**src/rtl/baud_tick_gen.sv**
```systemverilog
// Baud tick generator: a programmable divisor produces an rx oversample tick and a tx bit tick.
// Ticks are registered: the first os_tick lands divisor+1 clks after the DB_HI write edge; no backpressure.
module baud_tick_gen #(
  parameter int DATA_W = 8,
  parameter int DIV_W  = 16,
  parameter int OVS    = 16
) (
  input  logic              clk,
  input  logic              rst_n,
  input  logic [DATA_W-1:0] data_bus,
  input  logic [1:0]        ioaddr,
  input  logic              iocs,
  input  logic              iorw,
  output logic [DATA_W-1:0] rd_data,
  output logic              os_tick,
  output logic              bit_tick
);

  localparam int              OSW     = $clog2(OVS);
  localparam logic [OSW-1:0]  OS_LAST = OSW'(OVS - 1);

  logic [DIV_W-1:0]    div_q, div_d;
  logic [DATA_W-1:0]   shadow_lo_q, shadow_lo_d;
  logic [DIV_W-1:0]    div_cnt_q, div_cnt_d;
  logic [OSW-1:0]      os_cnt_q, os_cnt_d;
  logic                os_tick_q, os_tick_d;
  logic                bit_tick_q, bit_tick_d;

  logic                wr_lo, wr_hi, tick_now;
  logic [2*DATA_W-1:0] wr_word;

  assign wr_lo   = iocs & ~iorw & (ioaddr == 2'b10);
  assign wr_hi   = iocs & ~iorw & (ioaddr == 2'b11);
  assign wr_word = {data_bus, shadow_lo_q};

  // A DB_HI write on the terminal-count cycle suppresses that tick in favour of the reload.
  assign tick_now = (div_q != '0) && (div_cnt_q == '0) && !wr_hi;

  always_comb begin
    div_d       = div_q;
    shadow_lo_d = shadow_lo_q;
    div_cnt_d   = div_cnt_q;
    os_cnt_d    = os_cnt_q;

    if (wr_lo) begin
      shadow_lo_d = data_bus;
    end

    if (wr_hi) begin
      div_d     = wr_word[DIV_W-1:0];
      div_cnt_d = wr_word[DIV_W-1:0];
      os_cnt_d  = '0;
    end else if (div_q != '0) begin
      if (div_cnt_q == '0) begin
        div_cnt_d = div_q;
        os_cnt_d  = (os_cnt_q == OS_LAST) ? '0 : os_cnt_q + OSW'(1);
      end else begin
        div_cnt_d = div_cnt_q - DIV_W'(1);
      end
    end

    os_tick_d  = tick_now;
    bit_tick_d = tick_now && (os_cnt_q == OS_LAST);
  end

  always_ff @(posedge clk or negedge rst_n) begin
    if (!rst_n) begin
      div_q       <= '0;
      shadow_lo_q <= '0;
      div_cnt_q   <= '0;
      os_cnt_q    <= '0;
      os_tick_q   <= 1'b0;
      bit_tick_q  <= 1'b0;
    end else begin
      div_q       <= div_d;
      shadow_lo_q <= shadow_lo_d;
      div_cnt_q   <= div_cnt_d;
      os_cnt_q    <= os_cnt_d;
      os_tick_q   <= os_tick_d;
      bit_tick_q  <= bit_tick_d;
    end
  end

  assign os_tick  = os_tick_q;
  assign bit_tick = bit_tick_q;

  always_comb begin
    rd_data = '0;
    if (iocs && iorw) begin
      case (ioaddr)
        2'b10:   rd_data = div_q[DATA_W-1:0];
        2'b11:   rd_data[DIV_W-DATA_W-1:0] = div_q[DIV_W-1:DATA_W];
        default: rd_data = '0;
      endcase
    end
  end

endmodule

```
**config.mk**
```make
export PLATFORM = sky130hd
export DESIGN_NAME = baud_tick_gen
export DESIGN_NICKNAME = d
export VERILOG_FILES = /design/src/rtl/baud_tick_gen.sv
export SDC_FILE = /design/constraint.sdc
export NUM_CORES = 1
export LEC_CHECK = 0
export CORE_MARGIN = 10
export CORE_UTILIZATION = 25
export CTS_CLUSTER_DIAMETER = 80
export CTS_CLUSTER_SIZE = 40
export DETAILED_ROUTE_END_ITERATION = 12
export GPL_ROUTABILITY_DRIVEN = 0
export PLACE_DENSITY = 0.39
export SLEW_MARGIN = 25
export SYNTH_ARGS = -nofsm -noshare
export SYNTH_HDL_FRONTEND = slang
export SYNTH_SLANG_ARGS = --single-unit
```
**constraint.sdc**
```tcl
create_clock -name clk -period 2.25 [get_ports clk]
set_clock_uncertainty 0.05 [all_clocks]
set_input_delay 0.5625 -clock clk [delete_from_list [all_inputs] [get_ports clk]]
set_output_delay 0.5625 -clock clk [all_outputs]
set_load 0.02 [all_outputs]
```
==> results <==
- The flow ran to the end, and the final reports show no timing, DRC or antenna violations.
- The maximum number of pins on one net before global-route repair is 25.
- Together, buffers and inverters on the worst path number 3.
- The number of hold violations in the final report came to 0.
- After filler insertion, the fill cell instance count of the layout stands at 1,113.
- The fraction of final layout cells with drive strength greater than 1 is 0.219.
- Setup repair after global routing left no endpoint under its margin.
- The final worst-path setup slack is 0.0743 ns.
- The worst pin sits at a relative slew slack of 0.618.
- Registers take 1150 um^2.
- The worst hold slack after final layout is 0.110 ns.
- The number of diodes is 0.
- Across all register-to-register paths, the minimum setup slack is 0.18 ns.
- The worst setup slack after placement is -0.408 ns.
- During I/O placement, the number of pins put on the boundary was 24.
- The top cell family by delay on the critical path is buffers and inverters.
- In this run the remaining antenna-violating nets after routing total 0.
- The worst-path maximum fanout is 4.
- The warning count from the yosys run is 0.
- The hold-fix buffer count after cts is 0.
- The root cell of the clock tree is sky130_fd_sc_hd__clkbuf_8.
- The max-slew violation count is 0.
- The sequential area share after synthesis is 0.457.
- STA classifies the critical path endpoint as an output pin.
- The detailed router finished its first iteration with 60 violations.
- Setup violations remaining at the end of the flow were counted as 0.
- The per-cell via count in the routed design is 4.80.
- Power spread over the standard cell area amounts to 866 nW/um^2.
- Port buffering added 23 buffers.
- The wire length of the first global-routing pass is 13,500 um.
- The average instance area after synthesis is 8.91 um^2.
- The core region is 9820 um^2.
- The launching element type of the critical path is an input pin.
- The critical path in this run is classified as input pin to output pin.
- The smallest clock period supported by the final layout is computed as 2.18 ns.
- For this design the static power due to leakage is 1.48 nW.
- In the final routed layout, each cell accounts on average for 16.8 um.
- After detailed routing, the total wire length is 7990 um.
- The initial antenna violation count came to 0.
- Synthesis handed over a netlist of 283 instances.
- The register bit total from synthesis is 46.
- After synthesis, the cell types taking the most area are sky130_fd_sc_hd__dfrtp_1, sky130_fd_sc_hd__nand2_1, sky130_fd_sc_hd__nor2_1.
- Across the run, the number of max-cap violations was 0.
- The number of buffers inserted during clock tree synthesis is 5.
- The net count of the finished layout is 358.
- Before antenna repair, the detailed router went through 4 iterations.
- The largest individual stage delay along the critical path comes from the cell sky130_fd_sc_hd__clkdlybuf4s50_1.
- Summing all multi-input logic gate instances after layout gives 1300 um^2.
- Row generation in the floorplan step produced 36 rows.
- The signal arrival time at the worst endpoint is 1.56 ns.
- Compared with the post-synthesis result, the final layout area differs by 29.3%.
- The clock net sink count is 46.
- The overall die height is 120 um.
- The total half-perimeter wirelength after legalization and detailed placement is 6200 um.
- TritonCTS built the clock tree.
- The H-tree was split into 2 levels.
- The all-layer global routing usage is 0.115.
- The routed layout has 2,280 vias.
- The type of the tightest min-delay check is input pin to async pin.
- After detailed routing, the number of remaining DRC violations is 0.
- The clock latency reported for the late side of the worst-skew pair is 0.30 ns.
- At the pin with the least slew margin, the transition time is 0.567 ns.
- The leftover overflow at the end of global routing is 0.
- The deepest clock path buffer count is 2.
- Yosys mapped the design onto 46 distinct sky130hd cell types.
- After clock tree synthesis, the clock-pin slew on the worst setup and hold paths is 0.09 ns.
- The netlist area before placement is 2520 um^2.
- Traced cell by cell, the critical path runs through clkdlybuf4s50_1 > nand3_2 > buf_4 > nor2_1 > buf_2.
- The die area is 14,500 um^2.
- The largest voltage drop on the vdd net is 0.000282 V.
- The via count of the first global-routing pass is 2,366.
- The library cell occupying the most area in the post-synthesis netlist is sky130_fd_sc_hd__dfrtp_1.
- The timing-limited maximum frequency is 0.460 GHz.
- The x dimension of the die is 120 um.
- Counting every net in the synthesized netlist gives 300.
- The starting density of the core is 0.257.
- The data required time at the worst endpoint is 1.64 ns.
- The portion of synthesized cell area occupied by the leading cell type is 0.457.
- In this design, the stage delay of the slowest critical-path cell is 0.49 ns.
- The share of the cycle needed by the critical path after routing is 0.967.
## sequential cells by signal, indices dropped and copies added (netlist names)
register	flops
div_cnt_q	16
div_q	16
shadow_lo_q	8
os_cnt_q	4
bit_tick	1
os_tick	1
## report_power, final
group          internal [W]  leakage [nW]  switching, W
combinational      0.000472         0.858      0.000494
sequential          0.00106         0.573      0.000279
clock              0.000220        0.0452      0.000301
total               0.00175          1.48       0.00107
## worst reg2reg max path, delay by kind of cell, from the launching register on
kind                     cells  cell delay, ns
AO/OA/AOI/OAI                1            0.16
adder cells (fa/ha/maj)      1            0.17
buffers and inverters        1            0.08
flip-flops                   1            0.39
AND/OR/NAND/NOR              4            1.16
## metrics by stage
step	utilization	power (W)	cell area, um^2	instances	TNS, ns
detailed placement	0.324	0.00232	3180	466	-3.21
global route	0.332	0.00304	3260	475	0
global placement	0.324	0.00232	3180	466	-3.13
finish	0.332	0.00282	3260	475	0
CTS	0.330	0.00285	3240	475	0
floorplan	-	0.00187	2520	283	0
## path summary, 6_finish.rpt
path,cells past startpoint,startpoint,end
worst min register to register,2,shadow_lo_q[2],div_q[2]
max in group asynchronous,2,rst_n,div_q[4]
worst min-delay path,1,rst_n,shadow_lo_q[7]
worst max register to register,7,div_cnt_q[0],os_cnt_q[3]
min in group clk,2,shadow_lo_q[2],div_q[2]
worst max-delay path,5,ioaddr[1],rd_data[3]
## cells in the final DEF, fill, tap and decap left out, types with 2 or more instances in the layout
| cell | instances |
|---|---|
| sky130_fd_sc_hd__o21ai_0 | 13 |
| sky130_fd_sc_hd__and4_1 | 2 |
| sky130_fd_sc_hd__nor3_2 | 2 |
| sky130_fd_sc_hd__a31oi_1 | 2 |
| sky130_fd_sc_hd__buf_12 | 2 |
| sky130_fd_sc_hd__nor2_1 | 27 |
| sky130_fd_sc_hd__buf_2 | 8 |
| sky130_fd_sc_hd__o21a_1 | 2 |
| sky130_fd_sc_hd__dfrtp_1 | 46 |
| sky130_fd_sc_hd__clkbuf_8 | 5 |
| sky130_fd_sc_hd__buf_6 | 2 |
| sky130_fd_sc_hd__ha_1 | 3 |
| sky130_fd_sc_hd__inv_1 | 6 |
| sky130_fd_sc_hd__a221oi_1 | 2 |
| sky130_fd_sc_hd__nor3_1 | 5 |
| sky130_fd_sc_hd__o22a_1 | 2 |
| sky130_fd_sc_hd__or3_1 | 3 |
| sky130_fd_sc_hd__a2bb2oi_1 | 3 |
| sky130_fd_sc_hd__nand2_1 | 62 |
| sky130_fd_sc_hd__o31ai_1 | 5 |
| sky130_fd_sc_hd__nand4_1 | 3 |
| sky130_fd_sc_hd__nand3_1 | 10 |
| sky130_fd_sc_hd__o21ai_1 | 4 |
| sky130_fd_sc_hd__mux2_2 | 8 |
| sky130_fd_sc_hd__clkdlybuf4s50_1 | 12 |
| sky130_fd_sc_hd__o211ai_1 | 2 |
| sky130_fd_sc_hd__o221ai_1 | 4 |
| sky130_fd_sc_hd__a211oi_1 | 2 |
| sky130_fd_sc_hd__nor2b_1 | 3 |
| sky130_fd_sc_hd__mux2i_1 | 9 |
| sky130_fd_sc_hd__nor4_1 | 4 |
| sky130_fd_sc_hd__xnor2_1 | 2 |
| sky130_fd_sc_hd__nand4b_1 | 3 |
| sky130_fd_sc_hd__buf_4 | 39 |
| sky130_fd_sc_hd__a21oi_1 | 16 |
## cells by family (layout without fill, tap and decap cells)
kind of cell	after synthesis	after routing	share of synthesized area
and+or+nand+nor	135	135	0.265
AOI/OAI and AO/OA	60	60	0.151
adders and majority gates	3	3	0.0149
buffers and inverters	20	79	0.0337
DFF	46	46	0.457
muxes	17	17	0.0715
xor gates and xnor gates	2	2	0.00695
## Yosys cell counts, drive strengths merged
cell type and count:
dfrtp 46, o211ai 2, a2bb2oi 3, nand3 11, and3 1, and4b 1
a211oi 2, o21a 2, o21ai 17, a221oi 2, or4 1, ha 3
nor4 6, nand4b 3, nand2 63, a31oi 2, inv 6, o31a 1
nor2 27, o22a 2, a21oi 16, nor2b 3, buf 7, nand4 4
a22oi 1, or3 3, clkbuf 7, and4 3, o221ai 4, nor4b 1
nor3 7, nor3b 1, xnor2 2, mux2 8, o31ai 5, mux2i 9
a22o 1
## repair_timing
action | in CTS | in global routing
resized for setup | 35 | 4
hold endpoints to repair | 0 | 0
buffers inserted | 1 | 0
pin swaps | 0 | 0
setup endpoints to repair | 8 | 9
## per-layer routing
metal  part of all wire  GRT usage  vias up
met5                  0          0        -
met3              0.019     0.0168        4
met2               0.48      0.187       31
met1               0.49      0.154     1117
met4             0.0098     0.0317        0
li1                   -          -     1128
## final cells by class
class | count | share of cell area
Tap cell | 133 | 0.0511
Clock inverter | 2 | 0.00422
Timing Repair Buffer | 65 | 0.165
Multi-Input combinational cell | 217 | 0.398
Sequential cell | 46 | 0.353
Inverter | 6 | 0.00691
Clock buffer | 6 | 0.0223
No activity file was read; power rests on OpenSTA's default activity.
